## config.mk

```make
export PLATFORM = sky130hd
export DESIGN_NAME = core_ras_ckpt
export DESIGN_NICKNAME = d
export VERILOG_FILES = /design/src/rtl/core_bp_pkg.sv /design/src/rtl/core_ras_mem.sv /design/src/rtl/core_ras_ckpt.sv
export SDC_FILE = /design/constraint.sdc
export NUM_CORES = 1
export LEC_CHECK = 0
export ABC_AREA = 1
export BUFFER_PORTS_ARGS = -buffer_cell sky130_fd_sc_hd__buf_2
export CAP_MARGIN = 0
export CORE_ASPECT_RATIO = 1.75
export CORE_UTILIZATION = 40
export DETAILED_ROUTE_END_ITERATION = 8
export GPL_ROUTABILITY_DRIVEN = 0
export RECOVER_POWER = 100
export SLEW_MARGIN = 20
export SYNTH_ARGS = -nofsm -noshare
export SYNTH_HDL_FRONTEND = slang
export SYNTH_SLANG_ARGS = --single-unit
export TNS_END_PERCENT = 50
```

## constraint.sdc

```tcl
create_clock -name clk -period 4.02 [get_ports clk]
set_input_delay 0 -clock clk [delete_from_list [all_inputs] [get_ports clk]]
set_output_delay 0 -clock clk [all_outputs]
set_load 0.01 [all_outputs]
```

## src/rtl/core_bp_pkg.sv

```systemverilog
// Shared branch-prediction types: BTB entry type codes, RAS defaults, and the RAS op encoding.
package core_bp_pkg;

    localparam int RAS_DEPTH_DEF = 8;
    localparam int RAS_AW_DEF    = 32;

    localparam logic [1:0] none         = 2'd0;
    localparam logic [1:0] jal_btb_type = 2'd1;
    localparam logic [1:0] jr_btb_type  = 2'd2;
    localparam logic [1:0] br_btb_type  = 2'd3;

    typedef enum logic [1:0] {
        OP_NONE,
        OP_PUSH,
        OP_POP,
        OP_REPL
    } ras_op_e;

endpackage

```

## src/rtl/core_ras_mem.sv

```systemverilog
// RAS entry storage: DEPTH x AW register array with one write port,
// one asynchronous read port and a synchronous clear.
module core_ras_mem
    import core_bp_pkg::*;
#(
    parameter  int DEPTH = RAS_DEPTH_DEF,
    parameter  int AW    = RAS_AW_DEF,
    localparam int PTR_W = $clog2(DEPTH)
) (
    input  logic             clk,
    input  logic             rst,
    input  logic             we,
    input  logic [PTR_W-1:0] waddr,
    input  logic [AW-1:0]    wdata,
    input  logic [PTR_W-1:0] raddr,
    output logic [AW-1:0]    rdata
);

    logic [AW-1:0] mem_q [DEPTH];
    logic [AW-1:0] mem_d [DEPTH];

    always_comb begin
        mem_d = mem_q;
        if (we) begin
            mem_d[waddr] = wdata;
        end
    end

    always_ff @(posedge clk) begin
        if (rst) begin
            for (int i = 0; i < DEPTH; i++) begin
                mem_q[i] <= '0;
            end
        end else begin
            mem_q <= mem_d;
        end
    end

    assign rdata = mem_q[raddr];

endmodule

```

## src/rtl/core_ras_ckpt.sv

```systemverilog
// Return address stack with circular overflow, underflow flagging and ID-recovery priority.
// Optional pointer/count checkpointing is enabled by defining RAS_CKPT_EN.
module core_ras_ckpt
    import core_bp_pkg::*;
#(
    parameter  int DEPTH = RAS_DEPTH_DEF,
    parameter  int AW    = RAS_AW_DEF,
    localparam int PTR_W = $clog2(DEPTH)
) (
    input  logic           clk,
    input  logic           rst,
    input  logic           stall,
    input  logic           en_call_in,
    input  logic           en_ret_in,
    input  logic [AW-1:0]  ret_addr_in,
    input  logic           recover_push,
    input  logic [AW-1:0]  recover_push_addr,
    input  logic           recover_pop,
    input  logic           ckpt_save,
    input  logic           ckpt_restore,
    output logic [AW-1:0]  ret_addr_out,
    output logic           ret_valid,
    output logic [PTR_W:0] count,
    output logic           overflow,
    output logic           underflow
);

    localparam logic [PTR_W:0] FULL_CNT = (PTR_W+1)'(DEPTH);

    logic [PTR_W-1:0] tos_q, tos_d;
    logic [PTR_W:0]   count_q, count_d;
    logic             overflow_q, overflow_d;
    logic             underflow_q, underflow_d;

    ras_op_e          op;
    logic [AW-1:0]    op_addr;
    logic             restore;
    logic             we;
    logic [PTR_W-1:0] waddr;
    logic [AW-1:0]    rdata;

`ifdef RAS_CKPT_EN
    logic [PTR_W-1:0] shadow_tos_q, shadow_tos_d;
    logic [PTR_W:0]   shadow_count_q, shadow_count_d;

    assign restore = ckpt_restore;

    always_comb begin
        shadow_tos_d   = shadow_tos_q;
        shadow_count_d = shadow_count_q;
        if (ckpt_save && !ckpt_restore) begin
            shadow_tos_d   = tos_q;
            shadow_count_d = count_q;
        end
    end

    always_ff @(posedge clk) begin
        if (rst) begin
            shadow_tos_q   <= '0;
            shadow_count_q <= '0;
        end else begin
            shadow_tos_q   <= shadow_tos_d;
            shadow_count_q <= shadow_count_d;
        end
    end
`else
    logic unused_ckpt;

    assign restore     = 1'b0;
    assign unused_ckpt = ckpt_save ^ ckpt_restore;
`endif

    // Recovery or restore flushes IF, so IF ops only win when both are idle.
    always_comb begin
        op      = OP_NONE;
        op_addr = ret_addr_in;
        if (restore) begin
            op = OP_NONE;
        end else if (recover_push || recover_pop) begin
            if (recover_push && !recover_pop) begin
                op      = OP_PUSH;
                op_addr = recover_push_addr;
            end else if (recover_pop && !recover_push) begin
                op = OP_POP;
            end
        end else if (!stall) begin
            if (en_call_in && en_ret_in) begin
                op = OP_REPL;
            end else if (en_call_in) begin
                op = OP_PUSH;
            end else if (en_ret_in) begin
                op = OP_POP;
            end
        end
    end

    always_comb begin
        tos_d       = tos_q;
        count_d     = count_q;
        overflow_d  = 1'b0;
        underflow_d = 1'b0;
        we          = 1'b0;
        waddr       = tos_q;
        case (op)
            OP_PUSH: begin
                tos_d = tos_q + 1'b1;
                waddr = tos_d;
                we    = 1'b1;
                if (count_q == FULL_CNT) begin
                    overflow_d = 1'b1;
                end else begin
                    count_d = count_q + 1'b1;
                end
            end
            OP_POP: begin
                if (count_q != '0) begin
                    tos_d   = tos_q - 1'b1;
                    count_d = count_q - 1'b1;
                end else begin
                    underflow_d = 1'b1;
                end
            end
            // Replacing the top of an empty stack degenerates to a push.
            OP_REPL: begin
                we = 1'b1;
                if (count_q == '0) begin
                    tos_d   = tos_q + 1'b1;
                    waddr   = tos_d;
                    count_d = (PTR_W+1)'(1);
                end
            end
            default: ;
        endcase
`ifdef RAS_CKPT_EN
        if (ckpt_restore) begin
            tos_d   = shadow_tos_q;
            count_d = shadow_count_q;
        end
`endif
    end

    always_ff @(posedge clk) begin
        if (rst) begin
            tos_q       <= '0;
            count_q     <= '0;
            overflow_q  <= 1'b0;
            underflow_q <= 1'b0;
        end else begin
            tos_q       <= tos_d;
            count_q     <= count_d;
            overflow_q  <= overflow_d;
            underflow_q <= underflow_d;
        end
    end

    core_ras_mem #(
        .DEPTH (DEPTH),
        .AW    (AW)
    ) u_mem (
        .clk   (clk),
        .rst   (rst),
        .we    (we),
        .waddr (waddr),
        .wdata (op_addr),
        .raddr (tos_q),
        .rdata (rdata)
    );

    assign ret_addr_out = (count_q != '0) ? rdata : '0;
    assign ret_valid    = (count_q != '0);
    assign count        = count_q;
    assign overflow     = overflow_q;
    assign underflow    = underflow_q;

endmodule

```

# After elaboration in Yosys (flattened, before gate mapping)
# Index checks and enable logic that the tools add are counted.
dict set report op_classes {
  mux 27
  bitwise_logic 4
  order_cmp 3
  reduce_logical 15
  eq_ne 7
  addsub 4
}
# op count
set ops {}
lappend ops {{256-bit bitwise mux} 1}
lappend ops {{32-bit 2-to-1 mux} 6}
lappend ops {{32-bit binary-select mux with 3-bit select} 1}
lappend ops {{32-bit demux with 3-bit select} 1}
lappend ops {{2-bit 2-to-1 mux} 7}
lappend ops {{4-bit 2-to-1 mux} 3}
lappend ops {{4-bit one-hot mux with 3 select lines} 1}
lappend ops {{3-bit one-hot mux with 3 select lines} 1}
lappend ops {{4-bit greater-or-equal comparator (second input constant)} 2}
lappend ops {{3-bit inverter with 4-bit output} 2}
lappend ops {{3-bit 2-to-1 mux} 2}
lappend ops {{2-bit inequality test (second input constant)} 3}
lappend ops {{3-bit one-hot mux with 2 select lines} 1}
lappend ops {{2-bit OR reduction} 3}
lappend ops {{4-bit by 1-bit adder with 4-bit output (second input constant)} 1}
lappend ops {{2-bit equality test (second input constant)} 2}
lappend ops {{4-bit equality test (second input constant)} 1}
lappend ops {{1-bit logical AND} 4}
lappend ops {{4-bit zero test} 1}
lappend ops {{4-bit by 1-bit < comparator with 1-bit output (second input constant)} 1}
lappend ops {{4-bit AND reduction} 1}
lappend ops {{4-bit nonzero test} 1}
lappend ops {{4-bit by 1-bit subtractor with 4-bit output (second input constant)} 1}
lappend ops {{3-bit by 1-bit adder with 3-bit output (second input constant)} 1}
lappend ops {{8 further kinds} 12}
dict set report totals {
  register_bits 265
  wordCells 72
  inputBits 73
}

# Longest topological paths before layout
# Gate-level depths: netlist of run 1.
dict set report depth {
  ltp_word 13
  depth_mapped 16
  depth_no_buf 14
}

# Cells and area by module
# From an unflattened synthesis of run 1, not the netlist that was laid out.
dict set report hier_totals {
  cells_unflattened 2194
  hier_area_um2 13741.9
}
# mod instances cells_each area_per_inst_um2
set modules_own_cells {}
lappend modules_own_cells {core_ras_mem 1 1979 12338.1}
lappend modules_own_cells {core_ras_ckpt 1 215 1403.8}

# Worst setup path before layout of run 1
# No wires, ideal clock.
dict set report synth_path {
  kind {reg2reg}
  start {reg tos_q[0]}
  end {reg u_mem.mem_q[99] in the netlist's numbering}
  stages_incl_launch_ff 16
  setup_ns 0.110
  path_slack_ns 1.561
  arrival_ns 2.349
  path_buffers 5
  cell_sequence {dfxtp_1 inv_1 clkbuf_1 buf_2 buf_2 ha_1 inv_1 nand3_1 nand2_1 nor2_1 nor2_2 buf_2 buf_2 nand4_1 nand2_1 nor2_1}
}
dict set report synth_between {
  elab_chain_cells 9
}
# element line
set synth_rtl {}
lappend synth_rtl {{from (decl)} core_ras_ckpt.sv:30} ;# logic [PTR_W-1:0] tos_q, tos_d;
lappend synth_rtl {{from (signal assigned)} core_ras_ckpt.sv:149} ;# tos_q <= tos_d;
lappend synth_rtl {{3-bit by 1-bit adder with 3-bit output} {core_ras_ckpt.sv:106, core_ras_ckpt.sv:127}}
lappend synth_rtl {{3-bit 2-to-1 mux} --}
lappend synth_rtl {{3-bit one-hot mux with 2 select lines (*)} core_ras_ckpt.sv:104} ;# case (op)
lappend synth_rtl {{3-bit inverter with 4-bit output (implied by the code) (*)} core_ras_mem.sv:25} ;# mem_d[waddr] = wdata;
lappend synth_rtl {{4-bit greater-or-equal comparator (implied by the code) or 4-bit by 1-bit < comparator with 1-bit output (tied branches)} core_ras_mem.sv:25}
lappend synth_rtl {{1-bit logical AND (implied by the code)} core_ras_mem.sv:25}
lappend synth_rtl {{32-bit 2-to-1 mux (implied by the code)} core_ras_mem.sv:25}
lappend synth_rtl {{32-bit demux with 3-bit select (*)} core_ras_mem.sv:25}
lappend synth_rtl {{256-bit bitwise mux (*)} core_ras_mem.sv:25}
lappend synth_rtl {{to (signal assigned)} core_ras_mem.sv:35} ;# mem_q <= mem_d;
lappend synth_rtl {{to (decl)} core_ras_mem.sv:19} ;# logic [AW-1:0] mem_q [DEPTH];
# Every way passes the cells marked *; elsewhere a longest branch is shown, timed or not.
# A chain may end at the register's enable or synchronous reset.

# Worst setup path in the final report of run 1
dict set report layout_path {
  start {reg count_q[0] (netlist: count[0])}
  end {reg u_mem.mem_q[149] in the netlist's numbering}
}
dict set report layout_between {
  elab_chain_cells 9
}
# element line
set layout_rtl {}
lappend layout_rtl {{from (decl)} core_ras_ckpt.sv:31} ;# logic [PTR_W:0] count_q, count_d;
lappend layout_rtl {{from (signal assigned)} core_ras_ckpt.sv:150} ;# count_q <= count_d;
lappend layout_rtl {{4-bit zero test (*)} core_ras_ckpt.sv:126} ;# if (count_q == '0) begin
lappend layout_rtl {{3-bit 2-to-1 mux (*)} --}
lappend layout_rtl {{3-bit one-hot mux with 2 select lines (*)} core_ras_ckpt.sv:104}
lappend layout_rtl {{3-bit inverter with 4-bit output (implied by the code) (*)} core_ras_mem.sv:25}
lappend layout_rtl {{4-bit greater-or-equal comparator (implied by the code) or 4-bit by 1-bit < comparator with 1-bit output (tied branches)} core_ras_mem.sv:25}
lappend layout_rtl {{1-bit logical AND (implied by the code)} core_ras_mem.sv:25}
lappend layout_rtl {{32-bit 2-to-1 mux (implied by the code)} core_ras_mem.sv:25}
lappend layout_rtl {{32-bit demux with 3-bit select (*)} core_ras_mem.sv:25}
lappend layout_rtl {{256-bit bitwise mux (*)} core_ras_mem.sv:25}
# Marks and branches as above.

==> results of run 1 <==
[cells by family (layout without fill, tap and decap cells)]
family          Yosys count  in the layout  synth area share [%]
compound gates          366            366                 12.54
xor+xnor                  2              2                0.1147
fa+ha+maj                 5              5                0.4587
buf+inv                 713            726                 18.53
flops                   265            265                 34.73
mux                      32             32                 2.097
simple gates           1108           1108                 31.54
[area by class of cell]
class,instances,area [µm²]
Fill cell,3985,20930
Multi-Input combinational cell,1513,7162
Sequential cell,265,5310
Inverter,529,1993
Timing Repair Buffer,149,820.8
Clock buffer,44,799.5
Tap cell,480,600.6
Clock inverter,4,20.02
[worst reg2reg max path, cell delays in order, from the launching register on]
cell,delay [ns]
dfxtp_1,0.48
nor2_4,0.09
nand2_2,0.44
nand2_1,0.10
inv_1,0.07
nor2_1,0.03
nand2_1,0.12
nand2_4,0.25
inv_2,0.53
nand3_1,0.76
buf_4,0.51
nand2_1,0.10
inv_1,0.04
nor2_1,0.13
[cells in the final DEF (no fill, tap or decap), types with 3 or more instances in the layout]
cell type,netlist,layout
nand2_1,551,551
inv_1,518,516
nor2_1,263,265
dfxtp_1,265,263
a21oi_1,200,200
nand4_1,193,193
o21ai_0,133,133
nand3_1,83,79
buf_2,105,74
clkbuf_1,42,50
o21a_1,32,32
mux2i_1,32,32
clkbuf_16,0,27
buf_4,2,20
inv_2,11,11
clkbuf_2,0,7
clkbuf_8,0,6
nand2_2,7,5
nand3_2,0,4
ha_1,4,4
clkinv_2,0,4
dlygate4sd3_1,0,4
nor2_4,4,3
nand2_4,1,3
nor3_1,3,3
buf_12,0,3
[what timing repair did]
action | CTS | global route
setup endpoints to repair | 0 | 0
endpoints found under the hold margin | 5 | 0
buffers inserted | 0 | 0
gates resized for setup | 0 | 0
hold buffers | 4 | 0
[path summary, 6_finish.rpt]
check,startpoint,to,slack (ns),depth (start not counted)
setup / recovery,count[0],u_mem.mem_q[149],0.28,13
hold / removal,stall,underflow,0.01,6
setup reg to reg,count[0],u_mem.mem_q[149],0.28,13
hold reg to reg,u_mem.mem_q[116],u_mem.mem_q[116],0.50,4
[report_power, final]
group | switching [mW] | internal (mW)
sequential | 0.0823 | 2.82
combinational | 1.66 | 0.633
clock | 1.08 | 1.35
total | 2.82 | 4.81
[registers in the layout, indices dropped and copies added (netlist names)]
signal	count
underflow	1
count	4
tos_q	3
u_mem.mem_q	256
overflow	1
[through the flow]
step           setup slack, ns  hold WS (ns)  utilization (%)
2_1_floorplan            1.561       0.06907                -
3_3_place_gp            0.4931        0.3123            42.43
3_5_place_dp            0.4619        0.3177            42.43
4_1_cts                 0.4156       0.01359            44.71
5_1_grt                0.04014       0.06057            44.39
6_report                0.2848       0.01247            44.39
[per-layer routing]
| layer | up-vias | wire length, µm | track usage [%] |
|---|---|---|---|
| met1 | 6859 | 20120 | 30.63 |
| met3 | 85 | 2606 | 2.115 |
| met5 | - | 0 | 0 |
| li1 | 7685 | - | - |
| met4 | 0 | 1278 | 8.361 |
| met2 | 465 | 23700 | 44.47 |
==> impl_metrics.env, run 1 <==
export IMPL_status="finished with violations"
export IMPL_violations="capacitance limit, slew limit"
export IMPL_finalCriticalPeriod_ns=3.735
export IMPL_nNetsFinal=2563
export IMPL_first_global_vias=14130
export IMPL_syn_inst=2491
export IMPL_drc=0
export IMPL_routedWlPerCell_um=15.99
export IMPL_critical_path_top_delay_family="simple AND/OR/NAND/NOR gates"
export IMPL_crit_path_end_kind="flop"
export IMPL_worstMarginPinSlew_ns=1.995
export IMPL_cts_sinks=265
export IMPL_row_count=94
export IMPL_syn2layout_area_growth_pct=9.353
export IMPL_critPathBufInv=4
export IMPL_crit_fanout=33
export IMPL_clk_path_buf_depth=3
export IMPL_post_drt_via_cell_ratio=5.058
export IMPL_hold_class="input port to flop"
export IMPL_grt_max_degree=105
export IMPL_antenna_cells=0
export IMPL_dieWidth_um=149.7
export IMPL_wl_um=47700
export IMPL_synth_top_area_share_pct=34.73
export IMPL_dp_hpwl_um=26450
export IMPL_final_antenna_net_count=0
export IMPL_drv_cap=1
export IMPL_final_cell_area_um2=16710
export IMPL_synth_edf_count=0
export IMPL_htree_levels=1
export IMPL_ys_types=27
export IMPL_crit_arrival_ns=4.20
export IMPL_grt_pass1_wl_um=76710
export IMPL_dr_pass1_iters=5
export IMPL_leakagePower_nw=7.898
export IMPL_maxSlewViolCount=67
export IMPL_tritoncts_num_buffers=27
export IMPL_syn_num_nets=2569
export IMPL_synth_commonest_cells="551 x nand2_1, 518 x inv_1, 265 x dfxtp_1"
export IMPL_path_clk_slew_ns=0.07
export IMPL_slowest_delay_ns=0.76
export IMPL_crit_top_cell="nand2_1"
export IMPL_synthTopCellsByArea="dfxtp_1 35%, nand2_1 14%, inv_1 13%, nand4_1 7.9%, a21oi_1 6.6%"
export IMPL_crit_required_ns=4.49
export IMPL_synthFlopType="dfxtp_1"
export IMPL_max_slew_margin_rel_pct=-33.02
export IMPL_total_power_mw=7.630
export IMPL_port_buffers=109
export IMPL_power_density_nw_per_um2=456.7
export IMPL_drive_gt1_share_pct=6.989
export IMPL_synth_seq_cells=265
export IMPL_synth_area_um2=15280
export IMPL_async_reset_ff_share_pct=0
export IMPL_yosysMostFrequentCell="nand2_1"
export IMPL_crit_slowest_cell="nand3_1"
export IMPL_hold_viol=0
export IMPL_start_util_pct=40.59
export IMPL_yosysWarnings=0
export IMPL_synth_seq_area_share_pct=34.73
export IMPL_ir_drop_mv=0.2952
export IMPL_cp_cell_sequence="nor2_4 > nand2_2 > nand2_1 > inv_1 > nor2_1 > nand2_1 > nand2_4 > inv_2 > nand3_1 > buf_4 > nand2_1 > inv_1 > nor2_1"
export IMPL_grt_usage_pct=24.76
export IMPL_ios=112
export IMPL_final_cells=2984
export IMPL_criticalPathCategory="flop to flop"
export IMPL_max_freq_mhz=267.7
export IMPL_skew_ns=0.009030
export IMPL_layout_worst_path_cycle_share_pct=92.92
export IMPL_antenna_found_initial=0
export IMPL_die_area_um2=39010
export IMPL_synth_area_per_cell_um2=6.133
export IMPL_rsz0062_at_grt="false"
export IMPL_root_buffer="clkbuf_16"
export IMPL_clock_latency_ns=0.55
export IMPL_core_area_um2=37640
export IMPL_cp_start_kind="flop"
export IMPL_dp_cells=2932
export IMPL_setup_viol=0
export IMPL_die_h_um=260.5
export IMPL_drtIter0Drc=1079
export IMPL_finalSetupTns_ns=0
export IMPL_placed_area_um2=15970
export IMPL_cts_tree="yes"
export IMPL_vias=15090
export IMPL_synth_top_area_cell="dfxtp_1"
export IMPL_grt_overflow=0
Power figures use the tool's default switching activity.
==> inputs of run 2 (changes only) <==
clock period = 4.2 ns   (was 4.02 ns; I/O delays follow)
==> run 2 against run 1 <==
  * The run still ends with capacitance limit, slew limit left
  * Design area hardly changed
  * Count of clock-buffer cells in the layout is 2 lower
  * Clock power hardly changed
  * Sequential share of layout area hardly changed
  * Wire length is 0.61% lower
  * Register-to-register slack better by 0.08 ns
  * Critical endpoint is now u_mem.mem_q[78]
  * Fmax is 2.5% lower
  * Sequential cell count stayed put
  * Die area stayed put
  * Global-route usage is 0.45 points lower
  * Power is 3.4% lower
  * Combinational power is 5% lower
==> impl_metrics.env, run 2 (synthesis results as in run 1) <==
export IMPL_status="finished with violations"
export IMPL_violations="capacitance limit, slew limit"
export IMPL_maxSlewViolCount=142
export IMPL_hold_viol=0
export IMPL_dp_hpwl_um=26050
export IMPL_grt_pass1_wl_um=74850
export IMPL_drive_gt1_share_pct=7.166
export IMPL_crit_required_ns=4.68
export IMPL_cp_endpoint="u_mem.mem_q[78]"
export IMPL_reg2reg_depth=9
export IMPL_drc=0
export IMPL_grtUsageMet1_pct=28.69
export IMPL_path_clk_slew_ns=0.07
export IMPL_vias=15100
export IMPL_cts_repair_resized=0
export IMPL_wl_um=47410
export IMPL_use_met3_pct=2.273
export IMPL_reg2reg_from="tos_q[1]"
export IMPL_worstMarginPinSlew_ns=1.953
export IMPL_skew_ns=0.008234
export IMPL_antenna_cells=0
export IMPL_busiest_layer="met2"
export IMPL_root_buffer="clkbuf_16"
export IMPL_routedWlPerCell_um=15.92
export IMPL_clk_path_buf_depth=3
export IMPL_grt_max_degree=123
export IMPL_final_cells=2978
export IMPL_cts_tree="yes"
export IMPL_grt_overflow=0
export IMPL_setup_viol=0
export IMPL_ios=112
export IMPL_min_from="recover_pop"
export IMPL_rsz0062_at_grt="false"
export IMPL_finalCriticalPeriod_ns=3.831
export IMPL_hold_class="input port to flop"
export IMPL_leakagePower_nw=7.910
export IMPL_first_global_vias=13900
export IMPL_start_util_pct=40.59
export IMPL_startpoint="tos_q[1]"
export IMPL_r2r_slack_ns=0.37
export IMPL_max_slew_margin_rel_pct=-30.19
export IMPL_drtIter0Drc=1021
export IMPL_final_common_cell="nand2_1"
export IMPL_crit_fanout=66
export IMPL_criticalPathCategory="flop to flop"
export IMPL_ir_drop_mv=0.2972
export IMPL_power_density_nw_per_um2=441.0
export IMPL_crit_arrival_ns=4.31
export IMPL_largest_register_ffs=256
export IMPL_die_h_um=260.5
export IMPL_syn2layout_area_growth_pct=9.427
export IMPL_cts_sinks=265
export IMPL_dp_cells=2926
export IMPL_htree_levels=1
export IMPL_crit_path_end_kind="flop"
export IMPL_clock_latency_ns=0.55
export IMPL_final_antenna_net_count=0
export IMPL_finalSetupTns_ns=0
export IMPL_layout_worst_path_cycle_share_pct=91.21
export IMPL_dr_pass1_iters=5
export IMPL_max_freq_mhz=261.0
export IMPL_rr_endpoint="u_mem.mem_q[78]"
export IMPL_cp_start_kind="flop"
export IMPL_grt_usage_pct=24.31
export IMPL_dieWidth_um=149.7
export IMPL_nNetsFinal=2557
export IMPL_core_area_um2=37640
export IMPL_tritoncts_num_buffers=27
export IMPL_die_area_um2=39010
export IMPL_drv_cap=2
export IMPL_layout_common_cells="552 x nand2_1, 516 x inv_1, 265 x nor2_1"
export IMPL_port_buffers=109
export IMPL_post_drt_via_cell_ratio=5.071
export IMPL_row_count=94
export IMPL_use_met2_pct=45.20
export IMPL_top_register="u_mem.mem_q"
export IMPL_antenna_found_initial=0
==> run 2: layer usage <==
| layer | vias to the layer above | routed length [µm] |
|---|---|---|
| li1 | 7676 | - |
| met2 | 409 | 23730 |
| met3 | 57 | 2351 |
| met1 | 6959 | 19990 |
| met5 | - | 0 |
| met4 | 0 | 1340 |
==> run 2: how the worst min path moves through the flow <==
stage | endpoint | slack [ns] | cells past startpoint
CTS | tos_q[2] | 0.02 | 6
floorplan | count[1] | 0.07 | 1
global route | overflow | 0.09 | 5
global placement | count[2] | 0.30 | 2
finish | tos_q[2] | 0.05 | 6
detailed placement | count[1] | 0.32 | 2
==> run 2: power by group <==
| part | total (mW) | switching (mW) | leakage [nW] | internal, mW |
|---|---|---|---|---|
| sequential | 2.79 | 0.0863 | 2.15 | 2.70 |
| clock | 2.41 | 1.04 | 0.440 | 1.37 |
| combinational | 2.17 | 1.57 | 5.32 | 0.602 |
==> run 2: final cells by class <==
| class | count | area (µm²) |
|---|---|---|
| well taps | 480 | 600.6 |
| clock inverters | 6 | 33.78 |
| inverters | 529 | 1993 |
| multi-input cells | 1513 | 7167 |
| fillers | 3968 | 20920 |
| flip-flops and latches | 265 | 5310 |
| clock buffers | 42 | 842.1 |
| repair buffers | 143 | 770.7 |
==> run 2: metrics by stage <==
| step | util (%) | total power [mW] | worst slack, ns | hold slack, ns | area (µm²) |
|---|---|---|---|---|---|
| after floorplan | - | 4.380 | 1.741 | 0.06907 | 15280 |
| after global placement | 42.24 | 4.998 | 0.7297 | 0.3008 | 15900 |
| after detailed placement | 42.26 | 5.028 | 0.6653 | 0.3245 | 15910 |
| after CTS | 44.69 | 7.446 | 0.6315 | 0.01964 | 16820 |
| after global routing | 44.42 | 7.776 | 0.1535 | 0.08774 | 16720 |
| final | 44.42 | 7.373 | 0.3690 | 0.04536 | 16720 |
==> run 2: worst max-delay path: stages (launching register included) <==
cell	delay, ns
dfxtp_1	0.34
clkbuf_2	1.02
nand2_1	0.33
nand2_1	0.09
nor2_1	0.41
nand3_1	0.78
buf_4	0.53
nand2_1	0.10
inv_1	0.04
nor2_1	0.11
==> run 2: timing repair <==
item	in CTS	in global routing
hold endpoints to repair	6	0
hold buffers	4	0
buffers inserted	0	0
